$ cat src/rtl/dice_judge.sv
// Two-player dice referee: debounced button starts a roll/settle/score round,
// scores ROUNDS rounds, then parks the generators via finish and reports the winner.
module dice_judge #(
  parameter int ROUNDS   = 5,
  parameter int ROLL_W   = 4,
  parameter int SETTLE_W = 4
) (
  input  logic       i_clk,
  input  logic       i_rst,
  input  logic       i_btn,
  input  logic [3:0] i_dice_a,
  input  logic [3:0] i_dice_b,
  output logic       o_roll,
  output logic       o_finish,
  output logic [3:0] o_score_a,
  output logic [3:0] o_score_b,
  output logic [3:0] o_round,
  output logic [3:0] o_last_a,
  output logic [3:0] o_last_b,
  output logic [1:0] o_winner,
  output logic       o_err
);
  localparam int CMAX = (ROLL_W > SETTLE_W) ? ROLL_W : SETTLE_W;
  localparam int CW   = (CMAX > 1) ? $clog2(CMAX) : 1;

  typedef enum logic [2:0] {S_IDLE, S_ROLL, S_SETTLE, S_SCORE, S_DONE} state_t;

  state_t        r_state, w_nxt;
  logic [CW-1:0] r_cnt, w_cnt_nxt;
  logic          r_sync0, r_sync1, r_sync_prev;
  logic          r_roll, r_finish, r_err;
  logic [3:0]    r_score_a, r_score_b, r_round, r_last_a, r_last_b;
  logic [1:0]    r_winner;

  logic          w_press, w_legal, w_a_gt, w_b_gt;
  logic [3:0]    w_rnd_inc, w_sa_new, w_sb_new;
  logic [1:0]    w_win;

  always_ff @(posedge i_clk or negedge i_rst) begin
    if (!i_rst) begin
      r_sync0     <= 1'b0;
      r_sync1     <= 1'b0;
      r_sync_prev <= 1'b0;
    end else begin
      r_sync0     <= i_btn;
      r_sync1     <= r_sync0;
      r_sync_prev <= r_sync1;
    end
  end

  assign w_press   = r_sync1 & ~r_sync_prev;
  assign w_legal   = (i_dice_a >= 4'd1) && (i_dice_a <= 4'd9) &&
                     (i_dice_b >= 4'd1) && (i_dice_b <= 4'd9);
  assign w_a_gt    = i_dice_a > i_dice_b;
  assign w_b_gt    = i_dice_b > i_dice_a;
  assign w_rnd_inc = r_round + 4'd1;
  assign w_sa_new  = r_score_a + {3'b000, w_a_gt};
  assign w_sb_new  = r_score_b + {3'b000, w_b_gt};
  // Winner is taken from the post-round scores so it is valid on DONE entry.
  assign w_win     = (w_sa_new > w_sb_new) ? 2'b01 :
                     (w_sb_new > w_sa_new) ? 2'b10 : 2'b11;

  always_ff @(posedge i_clk or negedge i_rst) begin
    if (!i_rst) begin
      r_state <= S_IDLE;
      r_cnt   <= '0;
    end else begin
      r_state <= w_nxt;
      r_cnt   <= w_cnt_nxt;
    end
  end

  always_comb begin
    w_nxt     = r_state;
    w_cnt_nxt = r_cnt;
    case (r_state)
      S_IDLE: if (w_press) begin
        w_nxt     = S_ROLL;
        w_cnt_nxt = CW'(ROLL_W - 1);
      end
      S_ROLL: if (r_cnt == '0) begin
        w_nxt     = S_SETTLE;
        w_cnt_nxt = CW'(SETTLE_W - 1);
      end else begin
        w_cnt_nxt = r_cnt - 1'b1;
      end
      S_SETTLE: if (r_cnt == '0) w_nxt = S_SCORE;
                else             w_cnt_nxt = r_cnt - 1'b1;
      S_SCORE: begin
        if (w_legal && (w_rnd_inc == 4'(ROUNDS))) w_nxt = S_DONE;
        else                                      w_nxt = S_IDLE;
      end
      S_DONE: if (w_press) w_nxt = S_IDLE;
      default: w_nxt = S_IDLE;
    endcase
  end

  always_ff @(posedge i_clk or negedge i_rst) begin
    if (!i_rst) begin
      r_roll    <= 1'b0;
      r_finish  <= 1'b0;
      r_err     <= 1'b0;
      r_score_a <= '0;
      r_score_b <= '0;
      r_round   <= '0;
      r_last_a  <= '0;
      r_last_b  <= '0;
      r_winner  <= '0;
    end else begin
      r_roll   <= (w_nxt == S_ROLL);
      r_finish <= (w_nxt == S_DONE);
      if (r_state == S_SCORE) begin
        if (!w_legal) begin
          r_err <= 1'b1;
        end else begin
          r_last_a  <= i_dice_a;
          r_last_b  <= i_dice_b;
          r_score_a <= w_sa_new;
          r_score_b <= w_sb_new;
          r_round   <= w_rnd_inc;
          if (w_rnd_inc == 4'(ROUNDS)) r_winner <= w_win;
        end
      end else if ((r_state == S_DONE) && w_press) begin
        r_err     <= 1'b0;
        r_score_a <= '0;
        r_score_b <= '0;
        r_round   <= '0;
        r_last_a  <= '0;
        r_last_b  <= '0;
        r_winner  <= '0;
      end
    end
  end

  assign o_roll    = r_roll;
  assign o_finish  = r_finish;
  assign o_score_a = r_score_a;
  assign o_score_b = r_score_b;
  assign o_round   = r_round;
  assign o_last_a  = r_last_a;
  assign o_last_b  = r_last_b;
  assign o_winner  = r_winner;
  assign o_err     = r_err;
endmodule

$ cat config.mk
export PLATFORM = sky130hd
export DESIGN_NAME = dice_judge
export DESIGN_NICKNAME = d
export VERILOG_FILES = /design/src/rtl/dice_judge.sv
export SDC_FILE = /design/constraint.sdc
export NUM_CORES = 1
export LEC_CHECK = 0
export CAP_MARGIN = 20
export CORE_ASPECT_RATIO = 1.1
export CORE_MARGIN = 5
export CORE_UTILIZATION = 56
export DETAILED_ROUTE_END_ITERATION = 10
export DONT_BUFFER_PORTS = 1
export PLACE_DENSITY = 0.72
export SKIP_CTS_REPAIR_TIMING = 1
export SLEW_MARGIN = 10
export SYNTH_ARGS = -nofsm -noshare
export SYNTH_HDL_FRONTEND = slang
export SYNTH_SLANG_ARGS = --single-unit
export TNS_END_PERCENT = 100
$ cat constraint.sdc
create_clock -name i_clk -period 1.7 [get_ports i_clk]
set_input_delay 0.51 -clock i_clk [delete_from_list [all_inputs] [get_ports i_clk]]
set_output_delay 0.51 -clock i_clk [all_outputs]
set_load 0.05 [all_outputs]
==> flow_summary.ini <==
[floorplan]
start_util_pct = 59.0
die_w_um = 64.5
ios = 36
die-height_um = 69.9
row_count = 21
core_area_um2 = 3100
dieArea_um2 = 4510

[yosys]
synth_top_area_share_pct = 45.1
synth_cell_types = 42
synth_area_leaders = dfrtp_1, ha_1, a22o_1
yosysSeqAreaShare_pct = 45.1
ys_ff_latch = 33
synth_cells = 164
syn_nets = 190
syn_avg_cell_area_um2 = 11.2
synth_top_cell_by_area = dfrtp_1
netlist_area_um2 = 1830
synth_warnings = 0

[place]
place_ws_ns = -1.09
gp_congestion = 0.832
placed_cell_area_um2 = 2110
dp_hpwl_um = 2890
dp.cells = 221
io_buffers = 0

[cells_and_area]
multi_input_area_um2 = 1010
final_layout_size_suffix_gt1_share_pct = 33.8
mostFrequentLayoutCell = dfrtp_1
fin_nets = 226
fillers = 208
final_cell_area_um2 = 2320
seq_area_um2 = 828
n_antenna_cell = 0
syn2layout_area_growth_pct = 27.1
finalNonFillerCells = 235
most-common-layout-cells = dfrtp_1, buf_4, a22o_1

[sta]
period_needed_ns = 2.38
max_slew_margin_pct = 66.4
setup_ws_ns = -0.685
holdWs_ns = 0.196
skew_ns = 0.0150
tightestPinTransition_ns = 0.504
drv_slew = 0
finalSetupViolations = 7
setup_tns_ns = -2.16
rsz0062_at_grt = yes
period_share_pct = 140
max_freq_ghz = 0.419
hold_violations = 0

[grt]
grt_pass1_vias = 1451
grt_overflow = 0
grt.total_usage_pct = 18.8
grt_pass1_wl_um = 6720
grt_start_max_net_pins = 34
antenna_found_initial = 0

[worst_setup_path]
cp.required_ns = 1.95
critPathArrivalTime_ns = 2.64
cp_top_family = adder cells
path_class = in -> reg
path_cells = ha_4 > nor2b_4 > o21a_1 > o21a_1 > o21a_1 > ha_2 > ha_4 > xor2_1 > ha_1 > nand2_1 > o21bai_4 > and2_1 > mux2i_1
crit_path_end_kind = register
cp_max_fo = 4
start_kind = input port
cp_slowest_cell = ha_1
max_stage_delay_ns = 0.28
critPathMostFrequentCell = o21a_1
path_buf_inv = 0

[power]
p_int_mw = 2.19
seq_power_share_pct = 40.8
p_leak_nw = 1.08
power_density_nw_per_um2 = 1740
worst_ir_drop_vdd_uv = 1100
pwr-share-clk_pct = 15.2
sw_frac_of_total_pct = 45.8
combinationalPowerShare_pct = 44.0
switchingPower_mw = 1.86

[routing]
drt-total-wl_um = 4080
drtPass1Iterations = 4
via_count = 1402
via_per_inst = 5.97
avgRoutedWirePerCell_um = 17.4
drc = 0
ant_nets = 0
drt_iter0_markers = 70

[clock_tree]
clk-insertion-delay-late_ns = 0.33
clk_pin_slew_worst_paths_ns = 0.10
root_buffer = clkbuf_4
cts_tree = built
cts-htree-levels = 2
cts_made_buffers = 5
numClockSinks = 33
clk_path_buf_depth = 2

[outcome]
violations = negative setup slack
status = finished with violations

[job]
maxCapViolations = 0

[worst_hold_path]
hold_class = in -> reg
final timing paths:
check / from / to / slack, ns / cells after the start
worst max-delay path: i_dice_b[1] / o_winner[1]$_DFFE_PN0P_ / -0.68 / 13
worst min-delay path: i_btn / r_sync0$_DFF_PN0_ / 0.20 / 0
worst max register to register: o_score_a[0]$_DFFE_PN0P_ / o_winner[1]$_DFFE_PN0P_ / -0.15 / 8
worst min register to register: r_sync0$_DFF_PN0_ / r_sync1$_DFF_PN0_ / 0.36 / 0
max in group asynchronous: i_rst / o_round[0]$_DFFE_PN0P_ / 0.90 / 2
min in group asynchronous: i_rst / r_state[0]$_DFF_PN0_ / 0.61 / 2
power by group through the flow:
| stage | Combinational, mW | Clock (mW) | Sequential [mW] |
|---|---|---|---|
| after floorplan | 0.943 | 0 | 1.92 |
| after global routing | 1.94 | 0.687 | 1.69 |
| after global placement | 1.59 | 0 | 1.65 |
| after detailed placement | 1.66 | 0 | 1.67 |
| final | 1.78 | 0.616 | 1.65 |
| after CTS | 1.66 | 0.634 | 1.65 |
metal layers:
metal  GRT usage, %  up-vias  share of wire (%)
li1               -      675                  -
met1           22.7      690                 42
met2           31.5       35                 53
met3           6.09        2                5.1
met4           6.10        0               0.32
met5              0        -                  0
layout make-up:
class / count / area share [%]
repair buffers: 34 / 12.6
flip-flops and latches: 33 / 35.6
multi-input cells: 112 / 43.6
well taps: 34 / 1.83
clock buffers: 7 / 2.37
clock inverters: 1 / 1.29
inverters: 14 / 2.58
cell usage after synthesis:
library cell	count
a2111oi_4	1
a21bo_2	1
a21o_1	2
a21oi_1	5
a221o_1	3
a221oi_1	1
a22o_1	14
a31oi_1	1
and2_1	1
and3_1	2
buf_2	1
buf_6	2
buf_8	1
clkbuf_1	1
dfrtp_1	33
ha_1	15
inv_1	13
inv_2	1
mux2_2	2
mux2i_1	4
nand2_1	6
nand3_1	6
nand3_2	1
nand3b_1	1
nand4_1	2
nand4_4	1
nor2_1	7
nor2_2	1
nor2b_1	7
nor3_1	3
nor4_1	1
nor4b_1	2
o21a_1	4
o21ai_0	1
o21ai_1	3
o21bai_1	1
o221a_2	1
o22a_1	2
or3_1	3
or4_4	2
xnor2_1	2
xor2_1	3
state kept, by name, indices dropped and copies added, names as in the netlist:
signal	cells
o_err	1
o_winner	2
o_round	4
o_roll	1
r_sync0	1
o_score_a	4
o_last_a	4
o_score_b	4
r_cnt	2
r_sync1	1
r_sync_prev	1
r_state	3
o_last_b	4
o_finish	1
kinds of logic after synthesis:
| family | synth area share [%] |
|---|---|
| AOI/OAI and AO/OA | 18.1 |
| xor gates and xnor gates | 2.39 |
| adders and majority gates | 10.3 |
| buffers and inverters | 5.40 |
| DFF | 45.1 |
| muxes | 3.42 |
| and+or+nand+nor | 15.3 |
metrics by stage:
step	util (%)	total power, mW
floorplan	-	2.86
global placement	68.0	3.24
detailed placement	68.0	3.32
CTS	70.7	3.95
global route	75.0	4.32
finish	75.0	4.05
(Power assumes the default switching activity.)
